### src/rtl/coin_score_display.sv
// Per-player BCD coin counters, time-multiplexed onto one active-low seven-segment bus.
// Each counter counts coin rising edges and saturates at all 9s. Every digit of every
// counter is lit in turn for REFRESH_DIV cycles. Leading zeros can optionally be blanked.
module coin_score_display #(
    parameter int unsigned N_PLAYERS   = 2,
    parameter int unsigned DIGITS      = 2,
    parameter int unsigned REFRESH_DIV = 25000
) (
    input  logic                          Master_Clock_In,
    input  logic                          Reset_N_In,
    input  logic [N_PLAYERS-1:0]          Coin_Inc_In,
    input  logic                          Coin_Clr_In,
    input  logic                          Blank_Lead_In,
    output logic [N_PLAYERS*4*DIGITS-1:0] Coin_Value_Out,
    output logic [N_PLAYERS-1:0]          Saturated_Out,
    output logic [6:0]                    Seg_Out,
    output logic [N_PLAYERS*DIGITS-1:0]   An_Out
);

    localparam int unsigned FieldW = 4 * DIGITS;
    localparam int unsigned NumDig = N_PLAYERS * DIGITS;
    localparam int unsigned IdxW   = (NumDig > 1) ? $clog2(NumDig) : 1;
    localparam int unsigned DivW   = $clog2(REFRESH_DIV);
    localparam logic [FieldW-1:0] AllNines = {DIGITS{4'h9}};

    logic [N_PLAYERS-1:0]          prev_q, prev_d;
    logic [N_PLAYERS*FieldW-1:0]   cnt_q, cnt_d;
    logic [N_PLAYERS-1:0]          sat_q, sat_d;
    logic [DivW-1:0]               div_q, div_d;
    logic [IdxW-1:0]               idx_q, idx_d;
    logic [NumDig-1:0]             an_q, an_d;
    logic [6:0]                    seg_q, seg_d;

    // BCD ripple increment; a 9 wraps to 0 and carries upward.
    function automatic logic [FieldW-1:0] bcd_inc(input logic [FieldW-1:0] v);
        logic [FieldW-1:0] r;
        logic              carry;
        r     = v;
        carry = 1'b1;
        for (int j = 0; j < int'(DIGITS); j++) begin
            if (carry) begin
                if (r[j*4 +: 4] == 4'd9) begin
                    r[j*4 +: 4] = 4'd0;
                end else begin
                    r[j*4 +: 4] = r[j*4 +: 4] + 4'd1;
                    carry       = 1'b0;
                end
            end
        end
        return r;
    endfunction

    // Active-low {g,f,e,d,c,b,a}; non-decimal codes show blank.
    function automatic logic [6:0] seg_encode(input logic [3:0] d);
        logic [6:0] s;
        case (d)
            4'd0:    s = 7'b1000000;
            4'd1:    s = 7'b1111001;
            4'd2:    s = 7'b0100100;
            4'd3:    s = 7'b0110000;
            4'd4:    s = 7'b0011001;
            4'd5:    s = 7'b0010010;
            4'd6:    s = 7'b0000010;
            4'd7:    s = 7'b1111000;
            4'd8:    s = 7'b0000000;
            4'd9:    s = 7'b0010000;
            default: s = 7'b1111111;
        endcase
        return s;
    endfunction

    // Coin edge detection and counter update; clear wins over an increment.
    always_comb begin
        logic [FieldW-1:0] field;
        field  = '0;
        cnt_d  = cnt_q;
        sat_d  = sat_q;
        prev_d = Coin_Inc_In;
        for (int p = 0; p < int'(N_PLAYERS); p++) begin
            field = cnt_q[p*FieldW +: FieldW];
            if (Coin_Clr_In) begin
                field = '0;
            end else if (Coin_Inc_In[p] && !prev_q[p] && (field != AllNines)) begin
                field = bcd_inc(field);
            end
            cnt_d[p*FieldW +: FieldW] = field;
            sat_d[p]                  = (field == AllNines);
        end
    end

    // Refresh divider and scan index advance.
    always_comb begin
        div_d = div_q + DivW'(1);
        idx_d = idx_q;
        if (div_q == DivW'(REFRESH_DIV - 1)) begin
            div_d = '0;
            idx_d = (idx_q == IdxW'(NumDig - 1)) ? '0 : idx_q + IdxW'(1);
        end
    end

    // Digit selection and leading-zero blanking for the current scan index.
    always_comb begin
        logic [3:0] digit;
        logic       upper_zero;
        logic       blank_dig;
        digit      = 4'd0;
        upper_zero = 1'b0;
        blank_dig  = 1'b0;
        for (int k = 0; k < int'(NumDig); k++) begin
            if (idx_q == IdxW'(k)) begin
                // Packed layout puts scan digit k at nibble k.
                digit      = cnt_q[k*4 +: 4];
                upper_zero = 1'b1;
                for (int m = k % int'(DIGITS); m < int'(DIGITS); m++) begin
                    if (cnt_q[((k / int'(DIGITS)) * int'(DIGITS) + m)*4 +: 4] != 4'd0) begin
                        upper_zero = 1'b0;
                    end
                end
                blank_dig = Blank_Lead_In && ((k % int'(DIGITS)) != 0) && upper_zero;
            end
        end
        seg_d = blank_dig ? 7'b1111111 : seg_encode(digit);
        an_d  = ~(NumDig'(1) << idx_q);
    end

    // State registers with synchronous active-low reset.
    always_ff @(posedge Master_Clock_In) begin
        if (!Reset_N_In) begin
            prev_q <= '0;
            cnt_q  <= '0;
            sat_q  <= '0;
            div_q  <= '0;
            idx_q  <= '0;
            an_q   <= '1;
            seg_q  <= 7'b1111111;
        end else begin
            prev_q <= prev_d;
            cnt_q  <= cnt_d;
            sat_q  <= sat_d;
            div_q  <= div_d;
            idx_q  <= idx_d;
            an_q   <= an_d;
            seg_q  <= seg_d;
        end
    end

    assign Coin_Value_Out = cnt_q;
    assign Saturated_Out  = sat_q;
    assign Seg_Out        = seg_q;
    assign An_Out         = an_q;

endmodule
### config.mk
export PLATFORM = sky130hd
export DESIGN_NAME = coin_score_display
export DESIGN_NICKNAME = d
export VERILOG_FILES = /design/src/rtl/coin_score_display.sv
export SDC_FILE = /design/constraint.sdc
export NUM_CORES = 1
export LEC_CHECK = 0
export CORE_UTILIZATION = 55
export DETAILED_ROUTE_END_ITERATION = 12
export PLACE_DENSITY_LB_ADDON = 0.12
export SETUP_SLACK_MARGIN = 0.5
export SLEW_MARGIN = 20
export SYNTH_ARGS = -nofsm -noshare
export SYNTH_HDL_FRONTEND = slang
export SYNTH_SLANG_ARGS = --single-unit
### constraint.sdc
create_clock -name Master_Clock_In -period 2.2 [get_ports Master_Clock_In]
set_input_delay 0.33 -clock Master_Clock_In [delete_from_list [all_inputs] [get_ports Master_Clock_In]]
set_output_delay 0.33 -clock Master_Clock_In [all_outputs]
set_load 0.03 [all_outputs]
==> results of run 1 <==
## worst min-delay path by stage
| stage | startpoint | to |
|---|---|---|
| 2_1_floorplan | Coin_Clr_In | Coin_Value_Out[5]$_SDFF_PN0_ |
| 3_3_place_gp | div_q[0]$_SDFF_PP0_ | div_q[0]$_SDFF_PP0_ |
| 3_5_place_dp | div_q[0]$_SDFF_PP0_ | div_q[0]$_SDFF_PP0_ |
| 4_1_cts | div_q[0]$_SDFF_PP0_ | div_q[0]$_SDFF_PP0_ |
| 5_1_grt | div_q[0]$_SDFF_PP0_ | div_q[0]$_SDFF_PP0_ |
| 6_report | div_q[0]$_SDFF_PP0_ | div_q[0]$_SDFF_PP0_ |
## layout make-up
class / count / area [sq um] / share of cell area (%)
clock buffer: 5 / 68.82 / 1.943
clock inverter: 3 / 68.82 / 1.943
inverter: 16 / 65.06 / 1.837
multi-input combinational: 212 / 1714 / 48.41
sequential: 48 / 994.7 / 28.09
tap: 52 / 65.06 / 1.837
timing repair buffer: 60 / 564.3 / 15.94
## kinds of logic after synthesis
group,after synthesis
multiplexers,8
buffers and inverters,23
AND/OR/NAND/NOR,126
AO/OA/AOI/OAI,34
flip-flops,48
XOR/XNOR,23
adder cells (fa/ha/maj),20
## registers in the layout, summed over array words and instances (netlist names)
signal and flops:
An_Out 4, idx_q 2, prev_q 2, Saturated_Out 2
div_q 15, Coin_Value_Out 16, Seg_Out 7
## layer usage
metal,up-vias,global-route usage [%]
met2,45,38.19
met5,-,0
met3,10,4.906
met4,0,7.937
li1,1094,-
met1,1040,29.84
## where the power goes
part	internal [mW]	switching, mW	leakage, nW
registers	0.877	0.0131	0.399
logic	0.0647	0.0782	1.02
clock network	0.457	0.310	0.0687
total	1.40	0.402	1.49
## cell usage in the layout (no fill, tap or decap), types with 6 or more instances in the layout
| cell type | n |
|---|---|
| dfxtp_1 | 37 |
| inv_1 | 10 |
| xor2_1 | 8 |
| ha_1 | 9 |
| xnor2_1 | 15 |
| clkdlybuf4s50_1 | 18 |
| nand2_1 | 21 |
| dlygate4sd2_1 | 14 |
| nor2_1 | 38 |
| a21oi_1 | 6 |
| mux2i_1 | 7 |
| ha_4 | 8 |
| buf_4 | 21 |
| nor3_1 | 6 |
| nand3_1 | 12 |
| dfxtp_4 | 8 |
| nand2b_1 | 6 |
## repair_timing
| action | CTS | global route |
|---|---|---|
| buffers inserted | 12 | 9 |
| pin swaps | 6 | 6 |
| gates resized for setup | 36 | 30 |
| endpoints found under the setup margin | 40 | 28 |
| cloned | 0 | 2 |
## through the flow
step,util [%],hold WS (ps),cells
finish,79.67,457.2,396
global route,79.67,496.9,396
global placement,67.93,428.2,365
detailed placement,67.93,437.5,365
floorplan,-,398.7,282
CTS,74.80,460.0,385
## critical path, stage by stage, from the launching register on
cell and delay [ps]:
dfxtp_4 400, inv_4 60, ha_4 180, nand3b_1 240, a221oi_4 340, inv_2 110, ha_2 200, mux2i_1 160
nand2_1 80, a21o_1 160
==> results.yml, run 1 <==
clock_network:
  cts-hold-fix-buffers: 0
  clock-root-buffer: "clkbuf_8"
  insertion_delay_ps: 310
  cts_tree: "yes"
  cts_made_buffers: 5
  clk_pin_slew_ps: 90
  clockBufferDepth: 2
  clock-sinks: 48
  cts.htree.levels: 2
sta:
  finalMaxSlewViolations: 0
  hold_viol_final: 0
  setup_viol_count_final: 0
  finalWorstSetupSlack_ps: 180.9
  skew_ps: 9.101
  post-route-period-util_pct: 91.78
  rsz0062_at_grt: "true"
  slew_headroom_pct: 73.51
  max_freq_mhz: 495.3
  tightest_slew_ps: 396.5
  finalCriticalPeriod_ps: 2019
  final.setup.tns_ps: 0
worst_setup_path:
  path_class: "register to register"
  cp_max_fo: 6
  worstSetupEndpointType: "register"
  worstPathRequired_ps: 2410
  worstSetupStartpoint: "idx_q[1]$_SDFFE_PN0P_"
  r2r-start: "idx_q[1]$_SDFFE_PN0P_"
  rr_endpoint: "Seg_Out[0]$_SDFF_PP1_"
  r2r_cells: 9
  critPathCapture: "Seg_Out[0]$_SDFF_PP1_"
  cp-start-kind: "register"
  critical_path_arrival_ps: 2230
  rrSetupSlack_ps: 180
global_routing:
  grt_max_degree: 17
  overflow: 0
  grt_antenna_before_repair: 0
  grt_pass1_vias: 2031
  grt_pass1_wl_mm: 9.149
  track_usage_pct: 23.12
logic_synthesis:
  synth_top_family_by_area: "simple AND/OR/NAND/NOR gates"
  synthFlopType: "dfxtp_1"
  yosys.area.top_type: "dfxtp_1"
  netlist_top_cells_area: "dfxtp_1 37%, ha_1 9.7%, nor2_1 5.5%"
  synth-compound-area-share_pct: 10.38
  async_flop_share_pct: 0
  synthAdderAreaFrac_pct: 9.699
  synth.top_cells.by_count: "48 x dfxtp_1, 38 x nor2_1, 22 x nand2_1, 20 x ha_1, 16 x inv_1"
  synth-simple-area-share_pct: 27.93
  syn-num-nets: 308
  synth.area.mux_share_pct: 3.104
  ys_seq_area_share_pct: 37.25
  avgSynthCellArea_sq_um: 9.149
  synth_edf_count: 0
  netlist_area_sq_um: 2580
  yosysTopAreaCellShare_pct: 37.25
  syn_inst: 282
  synth.most_common_cell: "dfxtp_1"
  synthXorXnorAreaFrac_pct: 7.808
  yosys_warnings: 0
  yosysUniqueCellTypes: 51
  ys_ff_latch: 48
drt:
  drc: 10
  highest_layer: "met4"
  vias: 2189
  met3_length_um: 186
  wl_met1_mm: 2.753
  avgViaCountPerCell: 5.528
  dr.pass1.iters: 8
  met2_length_mm: 2.824
  routed_wl_mm: 5.865
  wire_per_inst_um: 14.81
  drtIter0Drc: 117
  ant_nets: 0
pwr:
  ir_drop_mv: 0.4049
  power_mw: 1.801
  leakage_nw: 1.490
  power_density_nw_per_um2: 508.7
cells_and_area:
  antenna_cells: 0
  fillers: 295
  area_growth_pct: 37.25
  nets: 369
  design_area_sq_um: 3541
  drive_gt1_share_pct: 24.71
floorplanning:
  die_h_um: 70.49
  die-area_sq_um: 4969
  core_sq_um: 4444
  initial_utilization_pct: 58.05
  rows: 24
  dieWidth_um: 70.49
  io_pins: 35
worst_hold_path:
  hold_class: "register to register"
  min_path_cells: 1
run:
  cap_violations: 0
outcome:
  violations: "design-rule violations"
  outcome: "complete, but fails checks"
placement:
  hpwlAfterDp_mm: 3.670
  placed_cell_area_sq_um: 3019
  place_ws_ps: 145.3
  port_buffers: 34
  gp_congestion: 0.7921
No activity file was read; power rests on OpenSTA's default activity.
==> run 2, diff against run 1 <==
--- a/config.mk
+++ b/config.mk
@@ -5,6 +5,7 @@
 export SDC_FILE = /design/constraint.sdc
 export NUM_CORES = 1
 export LEC_CHECK = 0
+export CAP_MARGIN = 20
 export CORE_UTILIZATION = 55
 export DETAILED_ROUTE_END_ITERATION = 12
 export PLACE_DENSITY_LB_ADDON = 0.12
==> results of run 2 <==
Final layout, timing and power as in run 1 (identical DEF).
